--- src/rtl/bram_ctrl_pkg.sv ---
// bram_ctrl_pkg: shared encodings for the BRAM access controller.
// Width-mode codes, the bit positions of the control fields that ride on
// the RAM's write-data bus, and the read-FSM state type.
package bram_ctrl_pkg;

    // Element width modes (WR_MODE / RD_MODE values)
    localparam int MODE_32 = 0;
    localparam int MODE_16 = 1;
    localparam int MODE_8  = 2;

    // Control fields carried on bram_wr_data
    localparam int RD_SEL_LSB = 24;
    localparam int WR_SEL_LSB = 16;
    localparam int WR_EN_BIT  = 20;

    typedef enum logic [1:0] {
        R_IDLE = 2'd0,
        R_WAIT = 2'd1,
        R_RESP = 2'd2
    } rd_state_t;

    // Element select within a 32-bit word from the low byte-address bits
    function automatic logic [1:0] elem_sel(input int mode, input logic [1:0] lo);
        case (mode)
            MODE_16: elem_sel = {1'b0, lo[1]};
            MODE_8:  elem_sel = lo;
            default: elem_sel = 2'b00;
        endcase
    endfunction

endpackage

--- src/rtl/bram_ctrl_pack.sv ---
// bram_ctrl_pack: combinational field packing for the BRAM fabric port.
// Builds the write field (data, element select, write enable), the read
// element-select field, and masks returned RAM data to the read width.
module bram_ctrl_pack
    import bram_ctrl_pkg::*;
#(
    parameter int WR_MODE = 2,
    parameter int RD_MODE = 2
) (
    input  logic [1:0]  wr_lo,
    input  logic [15:0] wr_data,
    input  logic [1:0]  rd_lo,
    input  logic [31:0] rd_raw,
    output logic [31:0] wr_field,
    output logic [31:0] rd_field,
    output logic [31:0] rd_masked
);

    // Narrow modes leave some address/data bits unused by design
    logic unused_pack;
    assign unused_pack = ^{wr_lo, wr_data, rd_lo, rd_raw};

    // Write field: enable bit, element select and element data
    always_comb begin
        wr_field                    = '0;
        wr_field[WR_EN_BIT]         = 1'b1;
        wr_field[WR_SEL_LSB +: 2]   = elem_sel(WR_MODE, wr_lo);
        wr_field[15:0]              = (WR_MODE == MODE_16) ? wr_data : {8'h00, wr_data[7:0]};
    end

    // Read field: only the element select; disjoint from every write bit
    always_comb begin
        rd_field                  = '0;
        rd_field[RD_SEL_LSB +: 2] = elem_sel(RD_MODE, rd_lo);
    end

    // RAM returns the selected element low-aligned; clear everything above it
    always_comb begin
        if (RD_MODE == MODE_16)
            rd_masked = {16'h0000, rd_raw[15:0]};
        else if (RD_MODE == MODE_8)
            rd_masked = {24'h000000, rd_raw[7:0]};
        else
            rd_masked = rd_raw;
    end

endmodule

--- src/rtl/bram_access_ctrl.sv ---
// bram_access_ctrl: valid/ready front end for a 1 KB RAM fabric port.
// Writes are always accepted and issued one cycle after the handshake;
// reads run through a small FSM that waits out the RAM latency
// (1 + OPT_REG cycles after the address is presented) and holds the
// response until it is taken.
// Optional macro BRAM_CTRL_HAZARD_STALL_EN: on a same-word write/read
// collision, the read is held off one cycle so it observes the write.
module bram_access_ctrl
    import bram_ctrl_pkg::*;
#(
    parameter int WR_MODE = 2,
    parameter int RD_MODE = 2,
    parameter int OPT_REG = 0
) (
    input  logic        clk,
    input  logic        rst_n,
    input  logic        wr_valid,
    output logic        wr_ready,
    input  logic [9:0]  wr_addr,
    input  logic [15:0] wr_data,
    input  logic        rd_valid,
    output logic        rd_ready,
    input  logic [9:0]  rd_addr,
    output logic        rsp_valid,
    input  logic        rsp_ready,
    output logic [31:0] rsp_data,
    output logic [7:0]  bram_wr_addr,
    output logic [7:0]  bram_rd_addr,
    output logic [31:0] bram_wr_data,
    input  logic [31:0] bram_rd_data
);

    if ((WR_MODE != MODE_16) && (WR_MODE != MODE_8)) begin : g_bad_wr_mode
        $error("bram_access_ctrl: WR_MODE must be 1 (16-bit) or 2 (8-bit)");
    end

    localparam logic [1:0] LAT_INIT = 2'(1 + OPT_REG);

    rd_state_t   rd_state;
    logic [1:0]  lat_cnt;
    logic        collide;
    logic        wr_fire;
    logic        rd_fire;
    logic [31:0] wr_field;
    logic [31:0] rd_field;
    logic [31:0] rd_masked;

    bram_ctrl_pack #(
        .WR_MODE (WR_MODE),
        .RD_MODE (RD_MODE)
    ) u_pack (
        .wr_lo     (wr_addr[1:0]),
        .wr_data   (wr_data),
        .rd_lo     (rd_addr[1:0]),
        .rd_raw    (bram_rd_data),
        .wr_field  (wr_field),
        .rd_field  (rd_field),
        .rd_masked (rd_masked)
    );

`ifdef BRAM_CTRL_HAZARD_STALL_EN
    // Same word on both sides: let the write go first, read retries next cycle
    assign collide = wr_valid && rd_valid && (wr_addr[9:2] == rd_addr[9:2]);
`else
    assign collide = 1'b0;
`endif

    assign wr_ready = 1'b1;
    assign wr_fire  = wr_valid;
    assign rd_ready = (rd_state == R_IDLE) && !collide;
    assign rd_fire  = rd_valid && rd_ready;

    // Fabric port registers; write enable and selects live for one cycle only
    always_ff @(posedge clk or negedge rst_n) begin
        if (!rst_n) begin
            bram_wr_addr <= '0;
            bram_rd_addr <= '0;
            bram_wr_data <= '0;
        end else begin
            bram_wr_data <= (wr_fire ? wr_field : 32'h0) | (rd_fire ? rd_field : 32'h0);
            if (wr_fire) bram_wr_addr <= wr_addr[9:2];
            if (rd_fire) bram_rd_addr <= rd_addr[9:2];
        end
    end

    // Read FSM: issue, wait out RAM latency, hold response until accepted
    always_ff @(posedge clk or negedge rst_n) begin
        if (!rst_n) begin
            rd_state  <= R_IDLE;
            lat_cnt   <= '0;
            rsp_valid <= 1'b0;
            rsp_data  <= '0;
        end else begin
            case (rd_state)
                R_IDLE: begin
                    if (rd_fire) begin
                        rd_state <= R_WAIT;
                        lat_cnt  <= LAT_INIT;
                    end
                end
                R_WAIT: begin
                    if (lat_cnt == 2'd0) begin
                        rsp_data  <= rd_masked;
                        rsp_valid <= 1'b1;
                        rd_state  <= R_RESP;
                    end else begin
                        lat_cnt <= lat_cnt - 2'd1;
                    end
                end
                R_RESP: begin
                    if (rsp_ready) begin
                        rsp_valid <= 1'b0;
                        rd_state  <= R_IDLE;
                    end
                end
                default: rd_state <= R_IDLE;
            endcase
        end
    end

endmodule

--- config.mk ---
export PLATFORM = sky130hd
export DESIGN_NAME = bram_access_ctrl
export DESIGN_NICKNAME = d
export VERILOG_FILES = /design/src/rtl/bram_ctrl_pkg.sv /design/src/rtl/bram_ctrl_pack.sv /design/src/rtl/bram_access_ctrl.sv
export SDC_FILE = /design/constraint.sdc
export NUM_CORES = 1
export LEC_CHECK = 0
export CAP_MARGIN = 20
export CORE_MARGIN = 4
export CORE_UTILIZATION = 40
export DETAILED_ROUTE_END_ITERATION = 8
export HOLD_SLACK_MARGIN = 0.1
export PLACE_DENSITY = 0.77
export RECOVER_POWER = 25
export SLEW_MARGIN = 40
export SYNTH_ARGS = -nofsm -noshare
export SYNTH_HDL_FRONTEND = slang
export SYNTH_HIERARCHICAL = 1
export SYNTH_SLANG_ARGS = --single-unit
--- constraint.sdc ---
create_clock -name clk -period 1.3 [get_ports clk]
set_input_delay 0.13 -clock clk [delete_from_list [all_inputs] [get_ports clk]]
set_output_delay 0.13 -clock clk [all_outputs]
set_load 0.1 [all_outputs]
Word level (Yosys, flattened, before mapping)
Cells that the tools add are included.
Widths: inputs -> output; s select.

operators by class
  shift operators = 0
  multiplexer cells = 11
  eq/ne operators = 6
  divide/modulo/power cells = 0
  multipliers = 0
  $lt $le $gt $ge = 0
  add/sub/neg operators = 1
  bitwise logic cells = 1
  reductions and logical operators = 9

operator list
  operator             count
  $mux 26              1
  $or 21x26->26        1
  $mux 21              1
  $reduce_and 3->1     3
  $mux 2               4
  $ne 2x2->1 const B   3
  $pmux 2 s3           1
  $logic_not 2->1      2
  $pmux 2 s2           1
  $reduce_bool 2->1    2
  $eq 2x1->1 const B   1
  $eq 2x2->1 const B   1
  $mux 1               2
  $ne 2x1->1 const B   1
  $pmux 1 s2           1
  $reduce_and 2->1     1
  $sub 2x1->2 const B  1
  $logic_and 1x1->1    1

word-level totals
  output and inout bits = 83
  latch bits = 0
  RAM bits = 0
  register bits = 55
  memories kept = 0
  bits in read-only memories = 0

Logic depth before layout (Yosys ltp)
  word-level depth = 4
  depth in mapped cells = 5
  mapped depth without buffers = 4

Modules after synthesis
The synthesis kept the hierarchy.

modules (own cells, without submodules)
  module            area each (µm²)  cells each  seq. area each (µm²)  instances
  bram_access_ctrl  3,330.7          202         2,127.0               1
  bram_ctrl_pack    728.2            98          0.0                   1

Least setup slack after synthesis
Ideal clock, no wire load.

  kind = flip-flop to output port
  start point = register rd_state[0]
  end point = output port rd_ready
  buffers on the path = 1
  arrival time = 1,836 ps
  cell stages (with the launch flop) = 3
  slack = -666 ps
  path through = dfrtp_1 buf_2 nor2_1

between the ends
  longest elaborated chain between the ends = 1

ends and longest elaborated chain
  item                    RTL line                 RTL
  from (decl)             bram_access_ctrl.sv:39   rd_state_t rd_state;
  from (signal assigned)  bram_access_ctrl.sv:89   rd_state <= R_IDLE;
  from (signal assigned)  bram_access_ctrl.sv:97   rd_state <= R_WAIT;
  from (signal assigned)  bram_access_ctrl.sv:105  rd_state <= R_RESP;
  $logic_not 2->1         bram_access_ctrl.sv:70   assign rd_ready = (rd_state == R_IDLE) && !collide;
  to (decl)               bram_access_ctrl.sv:22   output logic rd_ready,

Every way passes these cells.

Worst setup path after layout
  start point = register rd_state[1]
  end point = register bram_rd_addr[4]

between the ends
  longest elaborated chain between the ends = 2

ends and longest elaborated chain
  item                  RTL line                RTL
  $logic_not 2->1       bram_access_ctrl.sv:70
  $logic_and 1x1->1     bram_access_ctrl.sv:71  assign rd_fire = rd_valid && rd_ready;
  to (signal assigned)  bram_access_ctrl.sv:82  if (rd_fire) bram_rd_addr <= rd_addr[9:2];
  to (decl)             bram_access_ctrl.sv:28  output logic [7:0] bram_rd_addr,

Every way passes these cells.
A chain may end at the register's enable or synchronous reset.

==> metrics <==
outcome finished with violations; failing checks negative setup slack; Mapped Area just over 4000 sq um; DP HPWL between 6000 and 7000 microns; CTS Buf Count 9; routability cong. around 0.7; most common cell after layout, fill and taps aside buf_12; Initial Util approximately two fifths; Clock Tree Root clkbuf_8; TritonCTS clock tree done; DR WL/cell around 14 microns; Final Hold Vio Count 0; post-route cell area between 6000 and 7000 sq um; syn_area_per_cell 13.5 sq um; Worst-Skew Late Latency between 0.3 and 0.4 ns; max-slew violation count 0; vias in the first global route ~2.6k; synthesis-stage register bit count 85; GRT Util Overall between 10 and 15%; worst path arrival time roughly 1.6 ns; I/O pin count roughly 160; die footprint 11,800 sq um; DRC Markers 0; worst-path fanout max 5; Net count, final ~500; layout cell share with drive strength beyond 1 a little over two fifths; setup ws final -0.0816 ns; GRT overflow 0; Critical Path Source rd_state[1]; sequential fraction of the synthesis area a little over half; Compound-Gate Fraction of Synth Area slightly above 8%; Final Cycle Share 106%; HP Start rsp_ready; TritonCTS Sinks 85; top achievable clock speed around 720 MHz; critical path class register to register; Max transition margin between 50 and 60%; Async SR Flop Fraction 100%; MaxCap Viol Count 0; CP cell instances nor3b_4 -> buf_6 -> clkbuf_16 -> mux2_4; FF-to-FF path depth 4; worst hold stages 2; Clock Skew 0.00973 ns; worst-margin pin slew approximately 0.75 ns; number of synthesized flops with an enable pin 0; largest family of logic cells by synthesized area buffers and inverters; Startpoint Class register; H-tree depth 3; placed instance area 5970 sq um; row count 36; Crit. End Element register; count of cell types in the netlist 25; first-pass GRT wire length around 13,000 microns; initial detailed-routing violation count 52; Worst Hold Class input port to register; prevailing post-synth register cell dfrtp_1; Routed WL slightly above 8000 microns; CP max-delay cell dfrtp_2; XOR/XNOR share of the synthesized area 0%; Post-Synth Adder-Cell Area less than 1%; Reg2Reg Launch Point rd_state[1]; largest net degree at the start of global routing 86; yosys warns 6; post-synthesis cell count 300; unrepaired setup endpoints after global routing yes; Area Growth Syn to Fin 55.9%; CP required around 1.5 ns; Port Buffers around 120; most frequent cells in the layout buf_12, dfrtp_1, conb_1; mux share of post-synthesis cell area between 10% and 20%; final setup vio count 40; final hold slack around 0.4 ns; Util after Layout about 64%; Final ANT Viol Nets 0; DIE WIDTH 109 microns; vias roughly 2.4k; core area 9820 sq um; clock buffer depth 2; Post-Synth Simple-Gate Area 2.28%; die height 109 microns; Worst-path clk slew 0.08 ns; diode count 0; pre-CTS WS -0.220 ns; Vias/cell between 4 and 5; Max stage delay on crit path between 0.4 and 0.5 ns; TritonRoute pass-1 iters 4; initial antenna violation count 0; Final min period around 1.4 ns
-- flip-flops by register name, summed over array words and instances, names as in the netlist --
register      count
rd_state          2
bram_wr_addr      8
lat_cnt           2
rsp_data         32
rsp_valid         1
bram_wr_data     32
bram_rd_addr      8
-- layout make-up --
cell class / count / area, sq um
Tap cell: 133 / 166
Fill cell: 750 / 3490
Clock inverter: 4 / 73.8
Multi-Input combinational cell: 177 / 1480
Timing Repair Buffer: 152 / 2340
Inverter: 2 / 7.51
Sequential cell: 85 / 2130
Clock buffer: 11 / 131
-- through the flow --
stage          setup TNS (ns)  std cells
5_1_grt                 -4.50        564
4_1_cts                 -2.21        558
2_1_floorplan          -0.701        374
6_report                -2.19        564
3_5_place_dp            -3.20        541
3_3_place_gp            -2.15        541
-- synthesized netlist by cell type (2+ instances only) --
library cell | instances | area (sq um)
nand2b_1 | 4 | 25.0
inv_1 | 2 | 7.51
buf_6 | 4 | 45.0
buf_2 | 5 | 25.0
clkbuf_1 | 3 | 11.3
a22o_1 | 32 | 280
mux2_4 | 29 | 435
mux2_2 | 19 | 214
conb_1 | 3 | 11.3
dfrtp_1 | 85 | 2130
ha_1 | 2 | 25.0
buf_4 | 98 | 736
a21oi_1 | 2 | 10.0
-- path summary, 6_finish.rpt --
| path | to | slack (ns) |
|---|---|---|
| hold / removal | rd_state[1] | 0.39 |
| max in group asynchronous | rd_state[0] | 0.26 |
| min in group asynchronous | rsp_data[27] | 0.51 |
| setup reg to reg | bram_rd_addr[4] | -0.08 |
| setup / recovery | bram_rd_addr[4] | -0.08 |
| hold reg to reg | rsp_data[31] | 0.58 |
-- routing by layer --
layer | GRT usage (%) | vias up | routed length, microns
met4 | 3.70 | 0 | 84
met3 | 6.57 | 8 | 769
li1 | - | 1112 | -
met2 | 23.8 | 88 | 4150
met5 | 0 | - | 0
met1 | 16.3 | 1150 | 3070
-- cells by family (layout without fill, tap and decap cells) --
logic type,Yosys count,in the layout
AO/OA/AOI/OAI,39,39
adder cells (fa/ha/maj),2,2
buffers and inverters,112,169
flip-flops,85,85
multiplexers,48,48
other,3,77
AND/OR/NAND/NOR,11,11
-- repair_timing --
action                                  in CTS  in global routing
setup buffers                                1                  5
pin swaps                                    1                  2
resized for setup                           14                  5
endpoints found under the setup margin      42                 45
hold buffers                                 1                  0
endpoints found under the hold margin       85                  0
cloned                                       0                  1
-- critical path, delay by kind of cell (launching register included) --
family	cells	cell delay (ns)
flip-flops	1	0.46
buffers and inverters	2	0.30
multiplexers	1	0.29
AND/OR/NAND/NOR	1	0.23
Power is not shown: default switching activity piles up to over one toggle a cycle in this logic, so the estimate is an artifact.
